--- config.mk ---
export PLATFORM = sky130hd
export DESIGN_NAME = interrupt_controller16
export DESIGN_NICKNAME = d
export VERILOG_FILES = /design/src/rtl/interrupt_controller16.sv
export SDC_FILE = /design/constraint.sdc
export NUM_CORES = 1
export LEC_CHECK = 0
export CORE_MARGIN = 5
export CORE_UTILIZATION = 45
export DETAILED_ROUTE_END_ITERATION = 16
export DONT_BUFFER_PORTS = 1
export PLACE_DENSITY = 0.69
export SYNTH_ARGS = -nofsm -noshare
export SYNTH_HDL_FRONTEND = slang
export SYNTH_SLANG_ARGS = --single-unit
--- constraint.sdc ---
create_clock -name clk -period 1.7 [get_ports clk]
set_input_delay 0.34 -clock clk [delete_from_list [all_inputs] [get_ports clk]]
set_output_delay 0.34 -clock clk [all_outputs]
set_load 0.1 [all_outputs]
--- src/rtl/interrupt_controller16.sv ---
// 16-source interrupt controller: level/edge sampling, enable mask, fixed
// priority selection (bit 0 highest) and a non-nesting request/service handshake.
//
// state   | meaning
// --------|-------------------------------------------------------------
// IDLE    | nothing presented; choose lowest eligible source if any
// REQUEST | irqRequest high, irqIndex frozen until acknowledge/withdrawal
// SERVICE | CPU servicing serviceIndex; wait for endOfInterrupt
module interrupt_controller16 #(
  parameter logic [15:0] EDGE_SOURCES = 16'h0000
) (
  input  logic        clk,
  input  logic        reset,
  input  logic [15:0] irqInputs,
  input  logic        maskWriteEnable,
  input  logic [15:0] maskWriteData,
  output logic [15:0] mask,
  output logic [15:0] pendingSignals,
  output logic        irqRequest,
  output logic [3:0]  irqIndex,
  input  logic        acknowledge,
  input  logic        endOfInterrupt,
  output logic        inService,
  output logic [3:0]  serviceIndex
);

  typedef enum logic [1:0] {
    S_IDLE    = 2'd0,
    S_REQUEST = 2'd1,
    S_SERVICE = 2'd2
  } state_t;

  state_t      r_state;
  logic [15:0] r_sampled;
  logic [15:0] r_pend_edge;
  logic [15:0] r_mask;
  logic [3:0]  r_irq_index;
  logic [3:0]  r_service_index;

  logic [15:0] w_pending;
  logic [15:0] w_eligible;
  logic [15:0] w_edge_set;
  logic [15:0] w_edge_clr;
  logic        w_accept;
  logic        w_any;
  logic [3:0]  w_sel_idx;

  assign w_accept   = (r_state == S_REQUEST) && acknowledge;
  assign w_edge_set = irqInputs & ~r_sampled;
  assign w_edge_clr = w_accept ? (16'h0001 << r_irq_index) : 16'h0000;

  // Level sources follow the sampled input; edge sources hold a latched bit.
  assign w_pending  = (EDGE_SOURCES & r_pend_edge) | (~EDGE_SOURCES & r_sampled);
  assign w_eligible = w_pending & r_mask;
  assign w_any      = |w_eligible;

  always_comb begin
    w_sel_idx = 4'd0;
    for (int i = 15; i >= 0; i--) begin
      if (w_eligible[i]) w_sel_idx = 4'(i);
    end
  end

  always_ff @(posedge clk or negedge reset) begin
    if (!reset) begin
      r_sampled   <= 16'h0000;
      r_pend_edge <= 16'h0000;
      r_mask      <= 16'h0000;
    end else begin
      r_sampled   <= irqInputs;
      // Set after clear so a new edge during acknowledge is not lost.
      r_pend_edge <= ((r_pend_edge & ~w_edge_clr) | w_edge_set) & EDGE_SOURCES;
      if (maskWriteEnable) r_mask <= maskWriteData;
    end
  end

  always_ff @(posedge clk or negedge reset) begin
    if (!reset) begin
      r_state         <= S_IDLE;
      r_irq_index     <= 4'd0;
      r_service_index <= 4'd0;
    end else begin
      case (r_state)
        S_IDLE: begin
          if (w_any) begin
            r_state     <= S_REQUEST;
            r_irq_index <= w_sel_idx;
          end
        end
        S_REQUEST: begin
          if (acknowledge) begin
            r_state         <= S_SERVICE;
            r_service_index <= r_irq_index;
          end else if (!w_eligible[r_irq_index]) begin
            r_state <= S_IDLE;
          end
        end
        S_SERVICE: begin
          if (endOfInterrupt) r_state <= S_IDLE;
        end
        default: r_state <= S_IDLE;
      endcase
    end
  end

  assign mask           = r_mask;
  assign pendingSignals = w_pending;
  assign irqRequest     = (r_state == S_REQUEST);
  assign inService      = (r_state == S_SERVICE);
  assign irqIndex       = r_irq_index;
  assign serviceIndex   = r_service_index;

endmodule
Word-level counts from Yosys, hierarchy flattened --
Cells that the tools add are included.
Storage, ports and cells: flip-flop bits (word level) 42, word-level logic and storage cells 40, output and inout port bits 42
Operators by class: $lt $le $gt $ge 1, reductions and logical operators 5, mux-type cells 23, bitwise logic cells 1, eq/ne operators 5
Operators by type and width (count):
- 4-bit 2-to-1 mux | 16
- 16-bit AND | 1
- 16-bit OR reduction | 1
- 2-bit 2-to-1 mux | 4
- 2-bit case mux with 3 select lines | 1
- 4-bit by 5-bit less-than comparator with 1-bit output (second input constant) | 1
- 1-bit binary-select mux with 4-bit select | 1
- 2-bit != test (second input constant) | 2
- 2-bit AND reduction | 2
- 3-bit != test (second input constant) | 1
- 3-bit AND reduction | 1
- 2-bit by 1-bit equality test with 1-bit output (second input constant) | 1
- 2-bit equality test (second input constant) | 1
- 2-bit zero test | 1
- 1-bit 2-to-1 mux | 1

Depth between registers and ports, before layout --
depth after elaboration 17, depth in mapped cells 6, gate-level depth less buffers 5

Worst setup path after synthesis --
Ideal clock, no wire load.
path type flip-flop to flip-flop, from reg r_state[0], to reg r_service_index[2] (netlist: serviceIndex[2]), cell stages (with the launch flop) 4, arrival 2.483 ns, path slack -0.909 ns, cells stage by stage dfrtp_1 nor2b_1 nand2_1 mux2_2
Between the ends: cells in the longest elaborated chain, start to end 2
RTL lines:
- start: declaration | line 33 | state_t r_state;
- start signal: assignment | line 79 | r_state <= S_IDLE;
- start signal: assignment | line 86 | r_state <= S_REQUEST;
- start signal: assignment | line 92 | r_state <= S_SERVICE;
- 2-bit by 1-bit equality test with 1-bit output
- net irqRequest | line 19 | output logic irqRequest,
- 2-bit AND reduction (no source line)
- end signal: assignment | line 93 | r_service_index <= r_irq_index;
- end: declaration | line 38 | logic [3:0] r_service_index;
The timed path passes the listed nets, and every way through them passes these cells. A chain may end at the register's enable or synchronous reset.

Worst setup path after layout --
from reg r_sampled[14] (netlist: pendingSignals[14]), to reg r_irq_index[0] (netlist: irqIndex[0])
Between the ends: cells in the longest elaborated chain, start to end 16, elaborated cells on any way between the ends 18
RTL lines:
- start: declaration | line 34 | logic [15:0] r_sampled;
- start signal: assignment | line 70 | r_sampled <= irqInputs;
- 16-bit AND * | line 54 | assign w_eligible = w_pending & r_mask;
- 4-bit 2-to-1 mux (15 in series) | line 60 | if (w_eligible[i]) w_sel_idx = 4'(i);
- end signal: assignment | line 87 | r_irq_index <= w_sel_idx;
- end: declaration | line 37 | logic [3:0] r_irq_index;
Mark *: on every way between the ends. The rest lies on a longest branch, timed or not.

==> metrics.cfg <==
[sta]
maxSlewViolCount=0
fin_crit_sh_pct=105
layout_setup_ws_ns=-0.0811
slew_headroom_pct=70.2
finalHoldViolCount=0
max_freq_mhz=561
rsz0062_at_grt=true
fin_crit_ns=1.78
finalSetupViolCount=3
fin_worst_skew_ns=0.00392
worst-slew-pin-transition_ns=0.447

[floorplanning]
rows=23
die-area_sq_mm=0.00541
die_h_microns=73.6
die_x_microns=73.6
io_pins=79
start_util_pct=45.8
core_sq_mm=0.00397

[clock_tree]
cts_tree=yes
clk_pin_slew_ns=0.07
cts_buffer_depth=2
clock-sinks=42
cts-root-buf=clkbuf_8
numCtsBuffers=5
clock_latency_ns=0.29
cts-htree-levels=2

[synthesis]
synth-main-ff-cell=dfrtp_1
synthesis.area_sq_mm=0.00182
ys_seq_elements=42
ys_seq_area_share_pct=57.8
synth_most_common_cell=dfrtp_1
ys.warnings.count=0
syn_inst=139
synth.top_cells.by_count=dfrtp_1, mux2_2, nand2_1
yosysTopAreaCellShare_pct=57.8
synth_area_leaders=dfrtp_1, mux2_2, nand2_1
synth-edff-count=0
syn_nets=176
synth_area_leader_cell=dfrtp_1
synth.avg_cell_area_sq_um=13.1
synth_cell_types=35
async_flop_share_pct=100

[place]
dp_hpwl_microns=3590
dp.cells=237
place_ws_ns=-0.120
place.gp.congestion=0.806
place_area_sq_mm=0.00230
port_buffers=0

[layout]
fin_area_sq_mm=0.00249
layoutNonFillerInstCount=248
final_nets=234
fin_util_pct=62.7
drive_gt1_share_pct=56.6
antenna_cells=0
area.growth.synth_to_final_pct=37.0

[setup_path]
r2r_cells=5
critPathMaxStageDelay_ns=0.55
worstSetupStartpoint=pendingSignals[14]
r2r_setup_slack_ns=-0.08
cp-end-kind=flop
cp_data_arrival_time_ns=1.96
reg2reg_to=irqIndex[0]
crit_fanout=6
start_kind=flop
slowest_stage=or4_4
critical_path_required_ns=1.88
path_class=reg -> reg
cp_cell_sequence=a22o_1 > or4_4 > o21ai_4 > and2b_2 > a21oi_2
worst-path-buf-inv=0
r2r_start=pendingSignals[14]
crit_family=simple AND/OR/NAND/NOR gates

[drt]
via_per_inst=5.58
vias=1384
drcViolationCount=0
drt-pass1-iter-count=4
wl_per_cell_microns=18.4
ant_nets=0
wl_microns=4570
drt_iter0_markers=58

[min_path]
min_path_type=in -> reg
hold_depth=0
hp-start=irqInputs[15]
hold_path_end=pendingSignals[15]

[power_and_ir_drop]
p_leak_nw=1.08
power_density_mw_per_mm2=1750
power.total_mw=4.37
irDropWorstVdd_uv=709

[grt]
grt_overflow=0
grt_pass1_wl_microns=7270
track_usage_pct=18.2
antenna_found_initial=0
grt_pass1_vias=1493
grt_start_max_net_pins=43

[status]
status=finished, violations left
violations=negative setup slack

[flow_run]
cap_violations=0

[flip-flops by register name (all words and copies together) (netlist names)]
name / count
pendingSignals: 16
mask: 16
irqIndex: 4
serviceIndex: 4
r_state: 2
[kinds of logic after synthesis]
logic type	count (synthesis)	share of synthesized area (%)
and+or+nand+nor	36	10.9
DFF	42	57.8
AOI/OAI and AO/OA	33	13.8
muxes	24	16.7
buffers and inverters	4	0.894
[how the worst max path moves through the flow]
stage               slack [ns]  cells past startpoint           to
floorplan                -0.25                      5  irqIndex[0]
global placement         -0.08                      5  irqIndex[0]
detailed placement       -0.12                      5  irqIndex[0]
CTS                      -0.11                      5  irqIndex[0]
global route             -0.14                      5  irqIndex[0]
finish                   -0.08                      5  irqIndex[0]
[where the power goes]
group | switching [mW] | leakage [nW] | total [mW] | internal, mW
clock network | 0.318 | 0.0524 | 0.757 | 0.439
registers | 0.206 | 0.478 | 1.38 | 1.18
logic | 1.60 | 0.548 | 2.23 | 0.632
[per-stage QoR]
stage / setup TNS (ns) / hold slack [ns]
5_1_grt: -0.377 / 0.0465
2_1_floorplan: -0.847 / 0.0444
3_3_place_gp: -0.109 / 0.0462
4_1_cts: -0.183 / 0.0530
3_5_place_dp: -0.292 / 0.0461
6_report: -0.185 / 0.0672
[routing by layer]
metal  track usage [%]  vias to the layer above  wire length [microns]
li1                  -                      639                      -
met1              20.5                      679                   1690
met2              30.0                       59                   2390
met3              6.70                        7                    383
met4              9.05                        0                     94
met5                 0                        -                      0
[final cells by class]
type                       count  area (sq um)
sequential                    42          1080
clock buffer                   7          76.3
clock inverter                 1          30.0
fill                         310          1480
inverter                       1          3.75
multi-input combinational     93           771
timing repair buffer          54           468
tap                           50          62.6
[placed cells by master (no fill, tap or decap), types with 3 or more instances in the layout]
cell,Yosys,routed
nand2_1,18,17
a22oi_1,4,4
o21ai_0,7,7
a21oi_1,5,5
dfrtp_1,42,23
buf_12,0,3
a22o_1,5,5
clkbuf_8,0,5
mux4_2,3,3
nand3_1,4,4
buf_4,0,46
mux2_2,20,20
dfrtp_2,0,17
nor2_1,3,3
[what timing repair did]
action | in CTS | in global routing
pin swaps | 4 | 1
resized for setup | 3 | 9
setup endpoints to repair | 4 | 4
setup buffers | 0 | 1
hold buffers | 2 | 0
hold endpoints to repair | 42 | 0
Note: power is estimated with default switching activity, not from simulation.
